$ cat config.mk
export PLATFORM = sky130hd
export DESIGN_NAME = instr_feeder_flat
export DESIGN_NICKNAME = d
export VERILOG_FILES = /design/src/rtl/instr_feeder_pkg.sv /design/src/rtl/instr_feeder_if.sv /design/src/rtl/instr_feeder_rom_ram.sv /design/src/rtl/instr_feeder.sv /design/src/flat_wrapper.sv
export SDC_FILE = /design/constraint.sdc
export NUM_CORES = 1
export LEC_CHECK = 0
export BUFFER_PORTS_ARGS = -buffer_cell sky130_fd_sc_hd__buf_2
export CAP_MARGIN = 20
export CORE_MARGIN = 2
export CORE_UTILIZATION = 43
export CTS_CLUSTER_DIAMETER = 80
export CTS_CLUSTER_SIZE = 30
export DETAILED_ROUTE_END_ITERATION = 10
export SYNTH_ARGS = -nofsm -noshare
export SYNTH_HDL_FRONTEND = slang
export SYNTH_SLANG_ARGS = --single-unit
$ cat constraint.sdc
create_clock -name clk -period 3.8 [get_ports clk]
set_clock_uncertainty 0.05 [all_clocks]
set_input_delay 0.76 -clock clk [delete_from_list [all_inputs] [get_ports clk]]
set_output_delay 0.76 -clock clk [all_outputs]
set_load 0.01 [all_outputs]
$ cat src/rtl/instr_feeder_pkg.sv
// Shared constants for the instruction feeder: HALT sentinel, FSM encoding and
// cpu opcode fields used to assemble small programs.
package instr_feeder_pkg;

    localparam logic [15:0] HALT_INSTR = 16'h0000;

    localparam logic [4:0] MOV_IMM = 5'b11010;
    localparam logic [4:0] MOV     = 5'b11000;
    localparam logic [4:0] ADD     = 5'b10100;
    localparam logic [4:0] CMP     = 5'b10101;
    localparam logic [4:0] AND     = 5'b10110;
    localparam logic [4:0] MVN     = 5'b10111;

    typedef enum logic [2:0] {
        StIdle,
        StFetch,
        StLoad,
        StStart,
        StWaitAck,
        StWaitDone,
        StDone,
        StErr
    } feeder_state_e;

    function automatic logic [15:0] enc_mov_imm(input logic [2:0] rd, input logic [7:0] imm);
        return {MOV_IMM, rd, imm};
    endfunction

    // Register-form ALU/move word: op | rn | rd | shift | rm
    function automatic logic [15:0] enc_alu(input logic [4:0] op, input logic [2:0] rn,
                                            input logic [2:0] rd, input logic [1:0] sh,
                                            input logic [2:0] rm);
        return {op, rn, rd, sh, rm};
    endfunction

endpackage

$ cat src/rtl/instr_feeder_if.sv
// Host/cpu-facing bundle of the instruction feeder. master = host and cpu side,
// slave = the feeder itself.
interface instr_feeder_if #(
    parameter int unsigned AW = 4
);
    logic          prog_we;
    logic [AW-1:0] prog_addr;
    logic [15:0]   prog_data;
    logic          go;
    logic          w;
    logic [15:0]   in;
    logic          load;
    logic          s;
    logic [AW-1:0] pc;
    logic [AW:0]   retired;
    logic          busy;
    logic          done;
    logic          err;

    modport master (
        output prog_we, prog_addr, prog_data, go, w,
        input  in, load, s, pc, retired, busy, done, err
    );

    modport slave (
        input  prog_we, prog_addr, prog_data, go, w,
        output in, load, s, pc, retired, busy, done, err
    );

endinterface

$ cat src/rtl/instr_feeder_rom_ram.sv
// DEPTH x 16 program store: one synchronous write port, one synchronous read
// port whose output register doubles as the feeder's registered instruction.
module feeder_rom_ram
    import instr_feeder_pkg::*;
#(
    parameter int unsigned DEPTH = 16,
    parameter int unsigned AW    = 4
) (
    input  logic          clk,
    input  logic          reset,
    input  logic          we,
    input  logic [AW-1:0] waddr,
    input  logic [15:0]   wdata,
    input  logic          re,
    input  logic [AW-1:0] raddr,
    output logic [15:0]   rdata
);

    logic [15:0] mem [DEPTH];

    // Storage is deliberately not reset; only the read register is.
    always_ff @(posedge clk) begin
        if (we) begin
            mem[waddr] <= wdata;
        end
    end

    always_ff @(posedge clk or posedge reset) begin
        if (reset) begin
            rdata <= HALT_INSTR;
        end else if (re) begin
            rdata <= mem[raddr];
        end
    end

endmodule

$ cat src/rtl/instr_feeder.sv
// Runs a stored program into the cpu's in/load/s/w handshake one instruction
// at a time, stopping on HALT, on the last word, or on an ack timeout.
module instr_feeder
    import instr_feeder_pkg::*;
#(
    parameter int unsigned DEPTH       = 16,
    parameter int unsigned AW          = 4,
    parameter int unsigned ACK_TIMEOUT = 8
) (
    input  logic           clk,
    input  logic           reset,
    instr_feeder_if.slave  bus
);

    localparam int unsigned CW = $clog2(ACK_TIMEOUT + 1);

    feeder_state_e state_q, state_d;
    logic [AW-1:0] pc_q, pc_d;
    logic [AW:0]   retired_q, retired_d;
    logic [CW-1:0] cnt_q, cnt_d;

    logic          mem_we;
    logic          mem_re;
    logic [15:0]   instr;
    logic          load_pulse;
    logic          start_pulse;
    logic          busy_flag;
    logic          done_flag;
    logic          err_flag;

    feeder_rom_ram #(
        .DEPTH (DEPTH),
        .AW    (AW)
    ) u_mem (
        .clk   (clk),
        .reset (reset),
        .we    (mem_we),
        .waddr (bus.prog_addr),
        .wdata (bus.prog_data),
        .re    (mem_re),
        .raddr (pc_q),
        .rdata (instr)
    );

    always_ff @(posedge clk or posedge reset) begin
        if (reset) begin
            state_q   <= StIdle;
            pc_q      <= '0;
            retired_q <= '0;
            cnt_q     <= '0;
        end else begin
            state_q   <= state_d;
            pc_q      <= pc_d;
            retired_q <= retired_d;
            cnt_q     <= cnt_d;
        end
    end

    always_comb begin
        state_d   = state_q;
        pc_d      = pc_q;
        retired_d = retired_q;
        cnt_d     = cnt_q;
        unique case (state_q)
            StIdle, StDone, StErr: begin
                if (bus.go) begin
                    pc_d      = '0;
                    retired_d = '0;
                    state_d   = StFetch;
                end
            end
            StFetch: state_d = StLoad;
            StLoad: state_d = (instr == HALT_INSTR) ? StDone : StStart;
            StStart: begin
                // Counter holds cycles elapsed since s, so the s cycle counts as one.
                cnt_d   = CW'(1);
                state_d = StWaitAck;
            end
            StWaitAck: begin
                if (!bus.w) begin
                    state_d = StWaitDone;
                end else begin
                    cnt_d = cnt_q + 1'b1;
                    if (cnt_q >= CW'(ACK_TIMEOUT - 1)) begin
                        state_d = StErr;
                    end
                end
            end
            StWaitDone: begin
                if (bus.w) begin
                    retired_d = retired_q + 1'b1;
                    if (pc_q == AW'(DEPTH - 1)) begin
                        state_d = StDone;
                    end else begin
                        pc_d    = pc_q + 1'b1;
                        state_d = StFetch;
                    end
                end
            end
            default: state_d = StIdle;
        endcase
    end

    always_comb begin
        load_pulse  = (state_q == StLoad) && (instr != HALT_INSTR);
        start_pulse = (state_q == StStart);
        done_flag   = (state_q == StDone);
        err_flag    = (state_q == StErr);
        busy_flag   = !((state_q == StIdle) || done_flag || err_flag);
        mem_re      = (state_q == StFetch);
        mem_we      = bus.prog_we && !busy_flag;
    end

    assign bus.in      = instr;
    assign bus.load    = load_pulse;
    assign bus.s       = start_pulse;
    assign bus.pc      = pc_q;
    assign bus.retired = retired_q;
    assign bus.busy    = busy_flag;
    assign bus.done    = done_flag;
    assign bus.err     = err_flag;

endmodule

$ cat src/flat_wrapper.sv
// flat-port wrapper written by rule: the top's interface ports become plain ports
module instr_feeder_flat import instr_feeder_pkg::*;
#(
    parameter int unsigned DEPTH       = 16,
    parameter int unsigned AW          = 4,
    parameter int unsigned ACK_TIMEOUT = 8
)
  (clk, reset, bus_prog_we, bus_prog_addr, bus_prog_data, bus_go, bus_w, bus_in, bus_load, bus_s, bus_pc, bus_retired, bus_busy, bus_done, bus_err);
  instr_feeder_if #(.AW(AW)) bus_i ();
  input  logic clk;
  input  logic reset;
  input wire logic [$bits(bus_i.prog_we)-1:0] bus_prog_we;
  input wire logic [$bits(bus_i.prog_addr)-1:0] bus_prog_addr;
  input wire logic [$bits(bus_i.prog_data)-1:0] bus_prog_data;
  input wire logic [$bits(bus_i.go)-1:0] bus_go;
  input wire logic [$bits(bus_i.w)-1:0] bus_w;
  output wire logic [$bits(bus_i.in)-1:0] bus_in;
  output wire logic [$bits(bus_i.load)-1:0] bus_load;
  output wire logic [$bits(bus_i.s)-1:0] bus_s;
  output wire logic [$bits(bus_i.pc)-1:0] bus_pc;
  output wire logic [$bits(bus_i.retired)-1:0] bus_retired;
  output wire logic [$bits(bus_i.busy)-1:0] bus_busy;
  output wire logic [$bits(bus_i.done)-1:0] bus_done;
  output wire logic [$bits(bus_i.err)-1:0] bus_err;
  assign bus_i.prog_we = bus_prog_we;
  assign bus_i.prog_addr = bus_prog_addr;
  assign bus_i.prog_data = bus_prog_data;
  assign bus_i.go = bus_go;
  assign bus_i.w = bus_w;
  assign bus_in = bus_i.in;
  assign bus_load = bus_i.load;
  assign bus_s = bus_i.s;
  assign bus_pc = bus_i.pc;
  assign bus_retired = bus_i.retired;
  assign bus_busy = bus_i.busy;
  assign bus_done = bus_i.done;
  assign bus_err = bus_i.err;
  instr_feeder #(.DEPTH(DEPTH), .AW(AW), .ACK_TIMEOUT(ACK_TIMEOUT)) u_core (.clk(clk), .reset(reset), .bus(bus_i));
endmodule
==> impl_metrics.tcl, run 1 <==
set metrics [dict create \
    syn_area_mm2 0.0115 \
    synthTopCellsByArea "edfxtp_1 (67%), mux4_2 (7.4%), dfrtp_1 (6.9%)" \
    drt_iter0_drc 627 \
    syn-num-nets 674 \
    leakage_uw 0.00410 \
    p_comb_share_pct 19.4 \
    yosysMostFrequentCell "edfxtp_1" \
    syn_inst 646 \
    fillerInstances 2128 \
    grt_pass1_wl_um 38900 \
    max_freq_mhz 342 \
    critPathBufInv 1 \
    total_power_uw 7270 \
    start_util_pct 44.0 \
    root_buffer "clkbuf_16" \
    drt_wl_total_um 25900 \
    yosysTopAreaCellShare_pct 66.7 \
    routedWlPerCell_um 24.6 \
    worst_path_max_delay_cell "dfrtp_1" \
    yosysTopAreaCell "edfxtp_1" \
    numCtsBuffers 15 \
    worst_setup_path_start_kind "register" \
    worstMarginPinSlew_ps 939 \
    synth_xor_area_share_pct 0.228 \
    seq_area_frac_synth_pct 73.6 \
    synth_top_family_by_area "multiplexers" \
    ir_drop_mv 0.282 \
    coreArea_mm2 0.0262 \
    avgSynthCellArea_um2 17.9 \
    cts_hold_buffers 0 \
    max_stage_delay_ps 770 \
    vias 6167 \
    tns_ps 0 \
    ff2ff_setup_slack_ps 880 \
    place_hpwl_um 16800 \
    cts_resized 0 \
    synth_ff_type "edfxtp_1" \
    cap_violations 0 \
    crit_arrival_ps 3070 \
    rsz0062_at_grt "no" \
    synthAdderAreaFrac_pct 0.325 \
    die_h_um 168 \
    clk_pin_slew_ps 100 \
    setup_viol 0 \
    cts_setup_buffers 0 \
    clkPwrFrac_pct 26.1 \
    p_sw_share_pct 28.8 \
    final_nets 738 \
    antenna_found_initial 0 \
    synth_compound_area_share_pct 4.25 \
    io_pins 55 \
    cts_max_level 1 \
    p_switching_uw 2090 \
    cts.sinks 288 \
    drtAntennaViolNets 0 \
    antennaDiodeCount 0 \
    port_buffers 54 \
    period_share_pct 77.0 \
    seqPwrFrac_pct 54.5 \
    worstSetupEndpointType "register" \
    internal_power_uw 5180 \
    avgViaCountPerCell 5.86 \
    grt_pass1_vias 6166 \
    worstPathMaxFanout 21 \
    crit_type "register to register" \
    clockBufferDepth 3 \
    die-width_um 168 \
    grt_overflow 0 \
    max-slew-margin-rel_pct 37.3 \
    fp.dieArea_mm2 0.0281 \
    synth-async-reset-ratio_pct 11.1 \
    reg2reg_from "u_core.state_q[2]" \
    worstSkewPairLatency_ps 490 \
    cp.required_ps 3940 \
    drv_slew 0 \
    ys_types 50 \
    powerDensity_mw_per_mm2 570 \
    synth_common_cells "edfxtp_1 (256), mux2i_1 (55), mux4_2 (38)" \
    synth_warnings 0 \
    drc_errors 0 \
    synth-edff-count 256 \
    outcome "completed" \
    gp_congestion 0.879 \
    path_delay_family "simple AND/OR/NAND/NOR gates" \
    cts_tree "done" \
    drive_gt1_share_pct 24.5 \
    r2r-end "u_core.u_mem.mem[2][14]" \
    hold_viol 0 \
    reg2regPathDepth 5 \
    synthMuxAreaShare_pct 13.5 \
    syn2layout_area_growth_pct 10.7 \
    drt_first_pass_iters 6 \
    grt_max_degree 54 \
    crit_chain "and2_1, o21a_1, or3b_1, nor2_2, buf_4" \
    ys_ff_latch 288 \
    grt_usage_pct 18.5 \
    hp-class "input pin to async pin" \
    yosys.area_share.simple_pct 6.12 \
    period_needed_ps 2920 \
    rows 59 \
]
-- stage by stage --
stage                     hold slack [ps]  util (%)  instance area, µm²  instances  worst slack (ps)
after detailed placement              496      46.8               12300       1028               875
after global routing                  467      48.7               12800       1053               718
after floorplan                       491         -               11500        646               887
after CTS                             439      48.7               12800       1053               799
after global placement                475      46.8               12300       1028              1010
final                                 414      48.7               12800       1053               875
-- area by class of cell --
class | instances | area (µm²) | share of cell area [%]
clock inverter | 7 | 116 | 0.911
multi-input combinational | 320 | 2870 | 22.5
clock buffer | 18 | 387 | 3.03
inverter | 5 | 18.8 | 0.147
tap | 335 | 419 | 3.28
sequential | 288 | 8490 | 66.5
timing repair buffer | 80 | 465 | 3.65
-- how the worst max path moves through the flow --
stage                          startpoint  cells after the start                      end  slack (ps)
floorplan                     bus_prog_we                      3   u_core.u_mem.mem[0][0]         890
detailed placement      u_core.state_q[2]                      5  u_core.u_mem.mem[2][14]         870
global route            u_core.state_q[2]                      5  u_core.u_mem.mem[2][14]         720
global placement        u_core.state_q[2]                      5   u_core.u_mem.mem[2][0]        1010
CTS                 u_core.u_mem.rdata[4]                      4                 bus_load         800
finish                  u_core.state_q[2]                      5  u_core.u_mem.mem[2][14]         880
-- flip-flops by register name, summed over array words and instances, names as in the netlist --
| register | flops |
|---|---|
| u_core.bus.pc | 4 |
| u_core.bus.retired | 5 |
| u_core.cnt_q | 4 |
| u_core.state_q | 3 |
| u_core.u_mem.mem | 256 |
| u_core.u_mem.rdata | 16 |
-- layout by cell type (no fill, tap or decap), types with 4 or more instances in the layout --
cell | Yosys | layout
dfrtp_1 | 32 | 29
nand2b_1 | 5 | 5
nor3_2 | 0 | 4
clkbuf_16 | 0 | 15
nand3_1 | 14 | 14
nand3b_1 | 7 | 7
mux2_2 | 11 | 11
nand2_1 | 35 | 35
nor4_1 | 4 | 4
o22ai_1 | 12 | 12
o21ai_0 | 14 | 14
buf_4 | 5 | 26
mux2i_1 | 55 | 55
a221oi_1 | 6 | 6
nor3_1 | 14 | 10
nor2_2 | 0 | 12
nand4_1 | 7 | 7
buf_2 | 12 | 54
and2_1 | 4 | 4
o211ai_1 | 10 | 10
or3_1 | 4 | 4
mux4_2 | 38 | 38
inv_1 | 5 | 5
nor2_1 | 28 | 16
a21oi_1 | 11 | 11
edfxtp_1 | 256 | 256
-- power by group through the flow --
stage,registers [µW],clock network [µW],logic [µW]
2_1_floorplan,3840,0,1120
3_3_place_gp,4030,0,1400
3_5_place_dp,4040,0,1420
4_1_cts,3970,1940,1430
5_1_grt,4010,2050,1530
6_report,3970,1900,1410
-- per-layer routing --
metal / track usage (%) / vias to the layer above / share of wire, %
met5: 0 / - / 0
met4: 4.05 / 0 / 1.5
met3: 2.35 / 26 / 6.2
met2: 29.5 / 218 / 47
met1: 27.6 / 3206 / 45
li1: - / 2717 / -
-- kinds of logic (layout without fill, tap and decap cells) --
family,Yosys count,after routing
multiplexers,105,105
flip-flops,288,288
XOR/XNOR,3,3
adder cells (fa/ha/maj),3,3
AND/OR/NAND/NOR,137,137
AO/OA/AOI/OAI,72,72
buffers and inverters,38,110
-- worst register-to-register path, cell delays in order (launching register included) --
cell and delay, ps:
dfrtp_1 770, and2_1 300, o21a_1 240, or3b_1 480, nor2_2 490, buf_4 300
Note: power is estimated with default switching activity, not from simulation.
==> run 2, diff against run 1 <==
==> constraint.sdc (replaced) <==
create_clock -name clk -period 2.5 [get_ports clk]
set_clock_uncertainty 0.05 [all_clocks]
set_input_delay 0.5 -clock clk [delete_from_list [all_inputs] [get_ports clk]]
set_output_delay 0.5 -clock clk [all_outputs]
set_load 0.01 [all_outputs]
==> run 2 against run 1 <==
Against the previous run:
- sequential power grew 46%
- final area is 1.9% higher
- routed wire length fell by 3.2%
- global-route usage decreased by 0.32 points
- combinational power increased by 81%
- cell count is 1.7% higher
- worst setup slack worse by 760 ps
- critical path type is now register to output port
==> impl_metrics.tcl, run 2 (synthesis gave the netlist of run 1 again) <==
set metrics [dict create \
    drt_first_pass_iters 6 \
    ir_drop_mv 0.424 \
    critPathLaunch "u_core.u_mem.rdata[1]" \
    max_freq_mhz 419 \
    drc_errors 0 \
    outcome "completed" \
    tns_ps 0 \
    worstSkewPairLatency_ps 510 \
    place_ws_ps 285 \
    start_util_pct 44.0 \
    grt_overflow 0 \
    routedWlPerCell_um 23.5 \
    hp-class "input pin to async pin" \
    clk_pin_slew_ps 120 \
    crit_arrival_ps 1840 \
    cts.sinks 288 \
    cp.required_ps 1950 \
    drt_iter0_drc 630 \
    vias 6133 \
    drt_wl_total_um 25100 \
    setup_viol 0 \
    max-slew-margin-rel_pct 37.9 \
    drtAntennaViolNets 0 \
    grt_usage_pct 18.2 \
    total_power_uw 11100 \
    gp_congestion 0.839 \
    largest_reg_flops 256 \
    worst_setup_path_start_kind "register" \
    antennaDiodeCount 0 \
    hold_viol 0 \
    cap_violations 0 \
    period_share_pct 95.4 \
    grt_pass1_wl_um 38500 \
    reg2reg_from "u_core.state_q[1]" \
    root_buffer "clkbuf_16" \
    numCtsBuffers 14 \
    worstPathMaxFanout 3 \
    fp.dieArea_mm2 0.0281 \
    rsz0062_at_grt "no" \
    powerDensity_mw_per_mm2 851 \
    layout_commonest_cell "edfxtp_1" \
    worstSetupEndpointType "output port" \
    antenna_found_initial 0 \
    timing.final.ws_setup_ps 114 \
    multi_input_area_mm2 0.00289 \
    cts_setup_buffers 0 \
    die-width_um 168 \
    top_register "u_core.u_mem.mem" \
    worstMarginPinSlew_ps 931 \
    cts_tree "done" \
    die_h_um 168 \
    coreArea_mm2 0.0262 \
    syn2layout_area_growth_pct 12.8 \
    rows 59 \
    grt_pass1_vias 6356 \
    period_needed_ps 2390 \
    crit_type "register to output port" \
    drive_gt1_share_pct 26.5 \
    final_nets 756 \
    port_buffers 54 \
    final_cell_mix "edfxtp_1 (256), mux2i_1 (55), buf_2 (54)" \
    grt_max_degree 32 \
    avgViaCountPerCell 5.73 \
    drv_slew 0 \
    seqCellArea_mm2 0.00849 \
    place_hpwl_um 16500 \
    fillerInstances 2124 \
    clockBufferDepth 3 \
    io_pins 55 \
    leakage_uw 0.00421 \
    cts_max_level 1 \
]
## run 2: through the flow
| step | instance area, µm² | hold slack (ps) | util [%] | std cells |
|---|---|---|---|---|
| detailed placement | 12500 | 463 | 47.7 | 1047 |
| CTS | 13000 | 126 | 49.6 | 1071 |
| global placement | 12500 | 454 | 47.7 | 1047 |
| floorplan | 11600 | 491 | - | 646 |
| global route | 13000 | 179 | 49.6 | 1071 |
| finish | 13000 | 124 | 49.6 | 1071 |
## run 2: power by group
group	total [µW]	internal [µW]	switching [µW]
registers	5780	5510	264
logic	2550	1120	1430
clock network	2730	1280	1450
## run 2: what timing repair did
action,CTS,global route
gates resized for setup,3,0
setup endpoints to repair,1,0
endpoints found under the hold margin,0,0
hold buffers,0,0
## run 2: final timing paths
check | end | slack [ps] | depth (start not counted)
worst max-delay path | bus_load | 110 | 4
worst min-delay path | u_core.state_q[1] | 120 | 2
worst max register to register | u_core.u_mem.mem[0][0] | 230 | 5
min in group clk | u_core.state_q[2] | 310 | 4
worst min register to register | u_core.u_mem.rdata[13] | 490 | 2
max in group asynchronous | u_core.u_mem.rdata[9] | 1580 | 3
## run 2: area by class of cell
type                    count  share of cell area [%]
well taps                 335                    3.22
flip-flops and latches    288                    65.3
repair buffers             99                    5.44
inverters                   5                   0.144
clock buffers              21                    3.39
multi-input cells         320                    22.2
clock inverters             3                   0.298
## run 2: worst max-delay path: stages (launching register included)
cell and delay, ps:
dfrtp_1 430, nor4_2 360, and4_1 320, nor3_1 70, buf_2 140
## run 2: layer usage
layer  part of all wire (%)  GRT usage (%)
met5                      0              0
met3                    3.8           1.97
met1                     44           25.2
met4                    1.8           4.69
met2                     50           31.0
